<file path="config.mk">
export PLATFORM = sky130hd
export DESIGN_NAME = vector_reader
export DESIGN_NICKNAME = d
export VERILOG_FILES = /design/src/rtl/fifo_pkg.sv /design/src/rtl/vector_rd_fsm.sv /design/src/rtl/vector_reader.sv
export SDC_FILE = /design/constraint.sdc
export NUM_CORES = 1
export LEC_CHECK = 0
export CAP_MARGIN = 20
export CORE_UTILIZATION = 49
export DETAILED_ROUTE_END_ITERATION = 16
export PLACE_DENSITY = 0.84
export SLEW_MARGIN = 20
export SYNTH_ARGS = -nofsm -noshare
export SYNTH_HDL_FRONTEND = slang
export SYNTH_HIERARCHICAL = 1
export SYNTH_SLANG_ARGS = --single-unit
</file>
<file path="constraint.sdc">
create_clock -name clk -period 2.4 [get_ports clk]
set_input_delay 0.36 -clock clk [delete_from_list [all_inputs] [get_ports clk]]
set_output_delay 0.36 -clock clk [all_outputs]
set_load 0.05 [all_outputs]
</file>
<file path="src/rtl/fifo_pkg.sv">
// Types shared by the vector FIFO and its consumer-side sequencer.
package fifo_pkg;
  typedef enum logic [2:0] {
    IDLE,
    WAIT_RDY,
    POP,
    DRAIN,
    DONE
  } rd_state_e;
endpackage

</file>
<file path="src/rtl/vector_rd_fsm.sv">
// Sequencer FSM: pops n_q elements per row for rows_q rows, with abort and ready stall.
module vector_rd_fsm
  import fifo_pkg::*;
#(
  parameter int unsigned N_W = 4
) (
  input  logic           clk,
  input  logic           rst,
  input  logic           start,
  input  logic           abort,
  input  logic [N_W-1:0] n,
  input  logic [N_W-1:0] rows,
  input  logic           fifo_ready,
  output logic           pop,
  output logic           busy,
  output logic           done,
  output logic [N_W-1:0] pop_idx,
  output logic           pop_last_c
);

  rd_state_e      state, state_d;
  logic [N_W-1:0] pop_idx_d;
  logic [N_W-1:0] row_cnt, row_cnt_d;
  logic [N_W-1:0] n_q, n_d;
  logic [N_W-1:0] rows_q, rows_d;

  assign pop_last_c = (state == POP) && (pop_idx == n_q - N_W'(1));

  // Next-state and counter update; abort overrides every transition.
  always_comb begin
    state_d   = state;
    pop_idx_d = pop_idx;
    row_cnt_d = row_cnt;
    n_d       = n_q;
    rows_d    = rows_q;
    if (abort) begin
      state_d = IDLE;
    end else begin
      case (state)
        IDLE: begin
          if (start) begin
            n_d       = n;
            rows_d    = rows;
            pop_idx_d = '0;
            row_cnt_d = '0;
            if (n == '0 || rows == '0) state_d = DONE;
            else if (fifo_ready)       state_d = POP;
            else                       state_d = WAIT_RDY;
          end
        end
        WAIT_RDY: begin
          if (fifo_ready) state_d = POP;
        end
        POP: begin
          if (pop_idx == n_q - N_W'(1)) begin
            pop_idx_d = '0;
            state_d   = DRAIN;
          end else begin
            pop_idx_d = pop_idx + N_W'(1);
          end
        end
        DRAIN: begin
          row_cnt_d = row_cnt + N_W'(1);
          if (row_cnt == rows_q - N_W'(1)) state_d = DONE;
          else                             state_d = POP;
        end
        DONE:    state_d = IDLE;
        default: state_d = IDLE;
      endcase
    end
  end

  // Outputs are registered from the next state so they line up with the state register.
  always_ff @(posedge clk) begin
    if (rst) begin
      state   <= IDLE;
      pop_idx <= '0;
      row_cnt <= '0;
      n_q     <= '0;
      rows_q  <= '0;
      pop     <= 1'b0;
      busy    <= 1'b0;
      done    <= 1'b0;
    end else begin
      state   <= state_d;
      pop_idx <= pop_idx_d;
      row_cnt <= row_cnt_d;
      n_q     <= n_d;
      rows_q  <= rows_d;
      pop     <= (state_d == POP);
      busy    <= (state_d != IDLE);
      done    <= (state_d == DONE);
    end
  end

endmodule

</file>
<file path="src/rtl/vector_reader.sv">
// Consumer-side sequencer for fifo_vector: replays the stored vector once per row and
// pushes every popped element straight back so the vector survives.
module vector_reader #(
  parameter int unsigned DATA_W = 8,
  parameter int unsigned N_W    = 4
) (
  input  logic              clk,
  input  logic              rst,
  input  logic              start,
  input  logic              abort,
  input  logic [N_W-1:0]    N,
  input  logic [N_W-1:0]    rows,
  input  logic              fifo_ready,
  input  logic [DATA_W-1:0] fifo_data_out,
  output logic              fifo_pop,
  output logic              fifo_push,
  output logic [DATA_W-1:0] fifo_data_in,
  output logic              elem_valid,
  output logic [DATA_W-1:0] elem_data,
  output logic [N_W-1:0]    elem_idx,
  output logic              elem_last,
  output logic              row_done,
  output logic              busy,
  output logic              done
);

  logic           pop_last_c;
  logic [N_W-1:0] pop_idx;
  logic           pop_d;
  logic [N_W-1:0] idx_d;
  logic           last_d;

  vector_rd_fsm #(.N_W(N_W)) u_fsm (
    .clk        (clk),
    .rst        (rst),
    .start      (start),
    .abort      (abort),
    .n          (N),
    .rows       (rows),
    .fifo_ready (fifo_ready),
    .pop        (fifo_pop),
    .busy       (busy),
    .done       (done),
    .pop_idx    (pop_idx),
    .pop_last_c (pop_last_c)
  );

  // Align index and last flag with the FIFO's one-cycle read latency.
  always_ff @(posedge clk) begin
    if (rst || abort) begin
      pop_d  <= 1'b0;
      idx_d  <= '0;
      last_d <= 1'b0;
    end else begin
      pop_d  <= fifo_pop;
      idx_d  <= fifo_pop ? pop_idx : '0;
      last_d <= pop_last_c;
    end
  end

  assign elem_valid   = pop_d;
  assign fifo_push    = pop_d;
  assign elem_data    = pop_d ? fifo_data_out : '0;
  assign fifo_data_in = elem_data;
  assign elem_idx     = idx_d;
  assign elem_last    = last_d;
  assign row_done     = last_d;

endmodule

</file>
* After elaboration in Yosys (flattened, before gate mapping) *
Cells that the tools add are included.

word-level totals
  register bits after elaboration = 28
  word-level logic and storage cells = 51

operators by class
  add/subtract/negate cells = 4
  equal/unequal tests = 8
  mux-type cells = 13
  bitwise gates (word level) = 2
  reductions and logical operators = 13

operators by type and width
  kind                                                                number
  3-bit two-way mux                                                   6
  4-bit one-hot mux with 2 select lines                               2
  3-bit one-hot mux with 4 select lines                               1
  3-bit by 2-bit == test with 1-bit output, second input constant     3
  3-bit AND reduction                                                 3
  4-bit by 1-bit adder with 4-bit output, second input constant       2
  4-bit == test                                                       2
  4-bit zero test                                                     2
  4-bit two-way mux                                                   2
  8-bit two-way mux                                                   1
  4-bit by 1-bit subtractor with 4-bit output, second input constant  2
  2-bit nonzero test                                                  2
  3-bit by 1-bit == test with 1-bit output, second input constant     1
  3-bit == test, second input constant                                1
  3-bit zero test                                                     1
  3-bit nonzero test                                                  1
  1-bit logical OR                                                    2
  2-bit two-way mux                                                   1
  2-bit inequality test, second input constant                        1
  1-bit NOT                                                           2
  2-bit OR reduction                                                  1
  1-bit logical AND                                                   1

* Longest topological paths before layout *
  depth in word-level cells = 7
  gate-level depth with buffers = 6

* Modules after synthesis *
Netlist, hierarchy kept.

by module, submodules not included
  module         instances  cells an instance  area each (µm²)
  vector_rd_fsm  1          137                1201.2
  vector_reader  1          30                 310.3

* Worst setup path after synthesis *
No wires, ideal clock.

  path kind = reg-to-output
  start = reg pop_d (netlist: elem_valid)
  end = out fifo_data_in[0]
  arrival = 1.517 ns
  required time = 2.040 ns
  slack = 0.523 ns
  cell stages (with the launch flop) = 3
  path buffers = 1
  cell sequence = dfxtp_1 -> and2_1 -> buf_4

between the ends
  cells in the longest elaborated chain, start to end = 1

RTL lines
  item                    line                 text
  start, declared         vector_reader.sv:29  logic pop_d;
  start signal, assigned  vector_reader.sv:55  pop_d <= fifo_pop;
  8-bit two-way mux       vector_reader.sv:63  assign elem_data = pop_d ? fifo_data_out : '0;
  end, declared           vector_reader.sv:17  output logic [DATA_W-1:0] fifo_data_in,

Every way passes these cells.

* Final worst setup path *
  start = reg pop_d (netlist: elem_valid)
  end = out fifo_push

RTL lines
  item           line                 text
  end, declared  vector_reader.sv:16  output logic fifo_push,

No word-level cell between the ends.

==> summary.md <==
| Metric | Value |
|---|---|
| R2R cell count | 6 |
| Fill count | 232 |
| CTS tree | done |
| Critical path depth in cells | 1 |
| Yosys warning count | 6 |
| Synth-to-layout area growth | 28.1% |
| Worst R2R Start | u_fsm/n_q[0]$_SDFFE_PP0P_ |
| Cell row count | 19 |
| Share of layout cells above drive strength 1 | 0.165 |
| DR WL/cell | 13.9 um |
| Flops & latches, synth | 28 |
| Violated checks | DRC |
| EDFF count, synth | 0 |
| Multi-input gate area | 830 um^2 |
| Setup crit end kind | output port |
| Initial core utilization | 0.534 |
| CP Capture Point | fifo_push |
| Post-synthesis async set-or-reset flop share | 0 |
| Vias/cell | 5.64 |
| Most frequent cells in the layout | clkdlybuf4s50_1 (31), dfxtp_1 (28), nand2_1 (23) |
| Slowest CP cell | clkdlybuf4s50_1 |
| Core footprint | 0.00283 mm^2 |
| ANT cells | 0 |
| Final number of setup-violating endpoints | 0 |
| Largest net degree at the start of global routing | 24 |
| Critical Path Max Stage Delay | 0.85 ns |
| Grt ovf | 0 |
| CP Cell Sequence | clkdlybuf4s50_1 |
| CP arrival | 1.64 ns |
| CTS Hold Buffers Added | 0 |
| Initial antenna violation count | 0 |
| CTS root buf | clkbuf_4 |
| Critical Path Source | elem_valid$_SDFF_PP0_ |
| Final TNS setup | 0 ns |
| Worst min path class | reg -> reg |
| Clk sinks | 28 |
| # DRC | 9 |
| Final net count | 232 |
| Max Clock Skew | 0.00965 ns |
| Die Span Y | 57.5 um |
| PortBufs | 47 |
| Reg-to-Reg End | elem_last$_SDFF_PP0_ |
| Syn nets | 192 |
| PD cells | 451 mW/mm^2 |
| Fin crit share | 0.833 |
| Tmin final | 2.00 ns |
| Setup Fix Bufs, Post-CTS | 0 |
| Worst VDD drop | 0.358 mV |
| Final hold slack | 0.481 ns |
| Routability cong. | 0.776 |
| Die width | 57.5 um |
| Latest clock arrival within the worst-skew pair | 0.33 ns |
| Post_cts resized | 0 |
| Number of global-route vias before repair | 1,245 |
| First-pass GRT wire length | 5620 um |
| Register area | 561 um^2 |
| Flop2flop setup slack | 0.65 ns |
| Hpwl dp | 2570 um |
| Tot GR Track Use | 0.213 |
| TritonRoute pass-1 iters | 10 |
| DRT iter0 DRCs | 39 |
| Post-route ant nets | 0 |
| Primary FF master, synth | dfxtp_1 |
| Crit path max fanout | 10 |
| CP top delay family | buffers and inverters |
| F_max | 500 MHz |
| Max Transition Viols Final | 0 |
| CP Class | reg -> out |
| Die footprint | 0.00331 mm^2 |
| Seq/Total Area, Yosys | 0.371 |
| H-tree level count | 1 |
| Cell area after synthesis | 0.00151 mm^2 |
| Yosys cell types | 45 |
| Worst Path Buf+Inv | 1 |
| Clk slew on worst S/H paths | 0.15 ns |
| Status | finished with violations |
| Clk buf depth | 2 |
| Syn_area_per_cell | 9.05 um^2 |
| Worst Tran Pin Value | 0.503 ns |
| Final hold violations | 0 |
| IO Pins | 48 |
| Setup crit start kind | register |
| Total wire length | 3290 um |
| P_leak | 0.757 nW |
| Slew HR | 0.664 |
| Worst path required time | 2.04 ns |
| Fin util | 0.685 |
| Total CTS buffers | 3 |
| Post-synthesis instance total | 167 |
| Vias | 1,336 |
| Commonest non-fill, non-tap cell in the layout | clkdlybuf4s50_1 |
| Unrepaired setup endpoints after global routing | false |
| Max-Cap Viols | 0 |
flip-flops by register name, indices dropped and copies added, names as in the netlist, 3 cells and up:
name / count
u_fsm/pop_idx: 4
u_fsm/rows_q: 4
u_fsm/row_cnt: 4
u_fsm/state: 3
elem_idx: 4
u_fsm/n_q: 4
cells in the mapped netlist (2+ instances only):
cell,count,share of area
a21oi_1,15,0.050
nand2_1,23,0.057
nor4_1,3,0.012
nor2b_1,2,0.0083
nand3_1,3,0.0099
nor2_1,7,0.017
inv_1,5,0.012
xnor3_1,2,0.030
and4bb_2,4,0.033
nor3_1,6,0.020
or3_1,3,0.012
ha_1,4,0.033
and2_1,9,0.037
nand2_2,2,0.0083
buf_4,10,0.050
dfxtp_1,28,0.37
o41ai_1,2,0.012
xor2_1,6,0.035
nor3b_1,2,0.0099
o2111ai_1,2,0.012
xnor2_1,4,0.023
clkbuf_1,2,0.0050
final cells by class:
type	count	area share
multi-input cells	119	0.428
flip-flops and latches	28	0.289
repair buffers	50	0.234
well taps	31	0.0200
clock buffers	4	0.0187
inverters	5	0.00969
worst min path at each step:
stage	startpoint	depth (start not counted)	slack, ns	end
6_report	u_fsm/n_q[3]$_SDFFE_PP0P_	2	0.48	u_fsm/n_q[3]$_SDFFE_PP0P_
5_1_grt	u_fsm/n_q[3]$_SDFFE_PP0P_	2	0.51	u_fsm/n_q[3]$_SDFFE_PP0P_
4_1_cts	u_fsm/n_q[3]$_SDFFE_PP0P_	2	0.48	u_fsm/n_q[3]$_SDFFE_PP0P_
3_5_place_dp	u_fsm/n_q[3]$_SDFFE_PP0P_	2	0.46	u_fsm/n_q[3]$_SDFFE_PP0P_
3_3_place_gp	u_fsm/n_q[3]$_SDFFE_PP0P_	2	0.45	u_fsm/n_q[3]$_SDFFE_PP0P_
2_1_floorplan	abort	1	0.44	elem_last$_SDFF_PP0_
worst min-delay path, stage by stage, from the launching register on:
cell and delay (ns):
dfxtp_1 0.35, nand2_1 0.05, a21oi_1 0.05
power breakdown:
group | leakage (nW) | internal [mW] | total (mW) | switching (mW)
Sequential | 0.227 | 0.476 | 0.487 | 0.0118
Clock | 0.0210 | 0.0928 | 0.235 | 0.142
Combinational | 0.510 | 0.0740 | 0.150 | 0.0761
Total | 0.757 | 0.642 | 0.873 | 0.230
routing by layer:
metal  wire (um)  global-route usage  up-vias
met5           0                   0        -
met4          38              0.0557        0
met3         258              0.0431        4
met2        1690               0.394       50
met1        1300               0.249      624
li1            -                   -      658
cell families after synthesis:
logic type / synth area share
simple gates: 0.289
compound gates: 0.132
mux: 0.00662
xor+xnor: 0.0877
buf+inv: 0.0803
fa+ha+maj: 0.0331
flops: 0.371
per-stage QoR:
step / instance area [um^2] / std cells / setup WS [ns] / total power [mW]
global route: 1940 / 237 / 0.315 / 0.913
CTS: 1940 / 237 / 0.389 / 0.873
floorplan: 1510 / 167 / 0.523 / 0.586
finish: 1940 / 237 / 0.400 / 0.873
detailed placement: 1900 / 233 / 0.312 / 0.647
global placement: 1900 / 233 / 0.400 / 0.642
No activity file was read; power rests on OpenSTA's default activity.
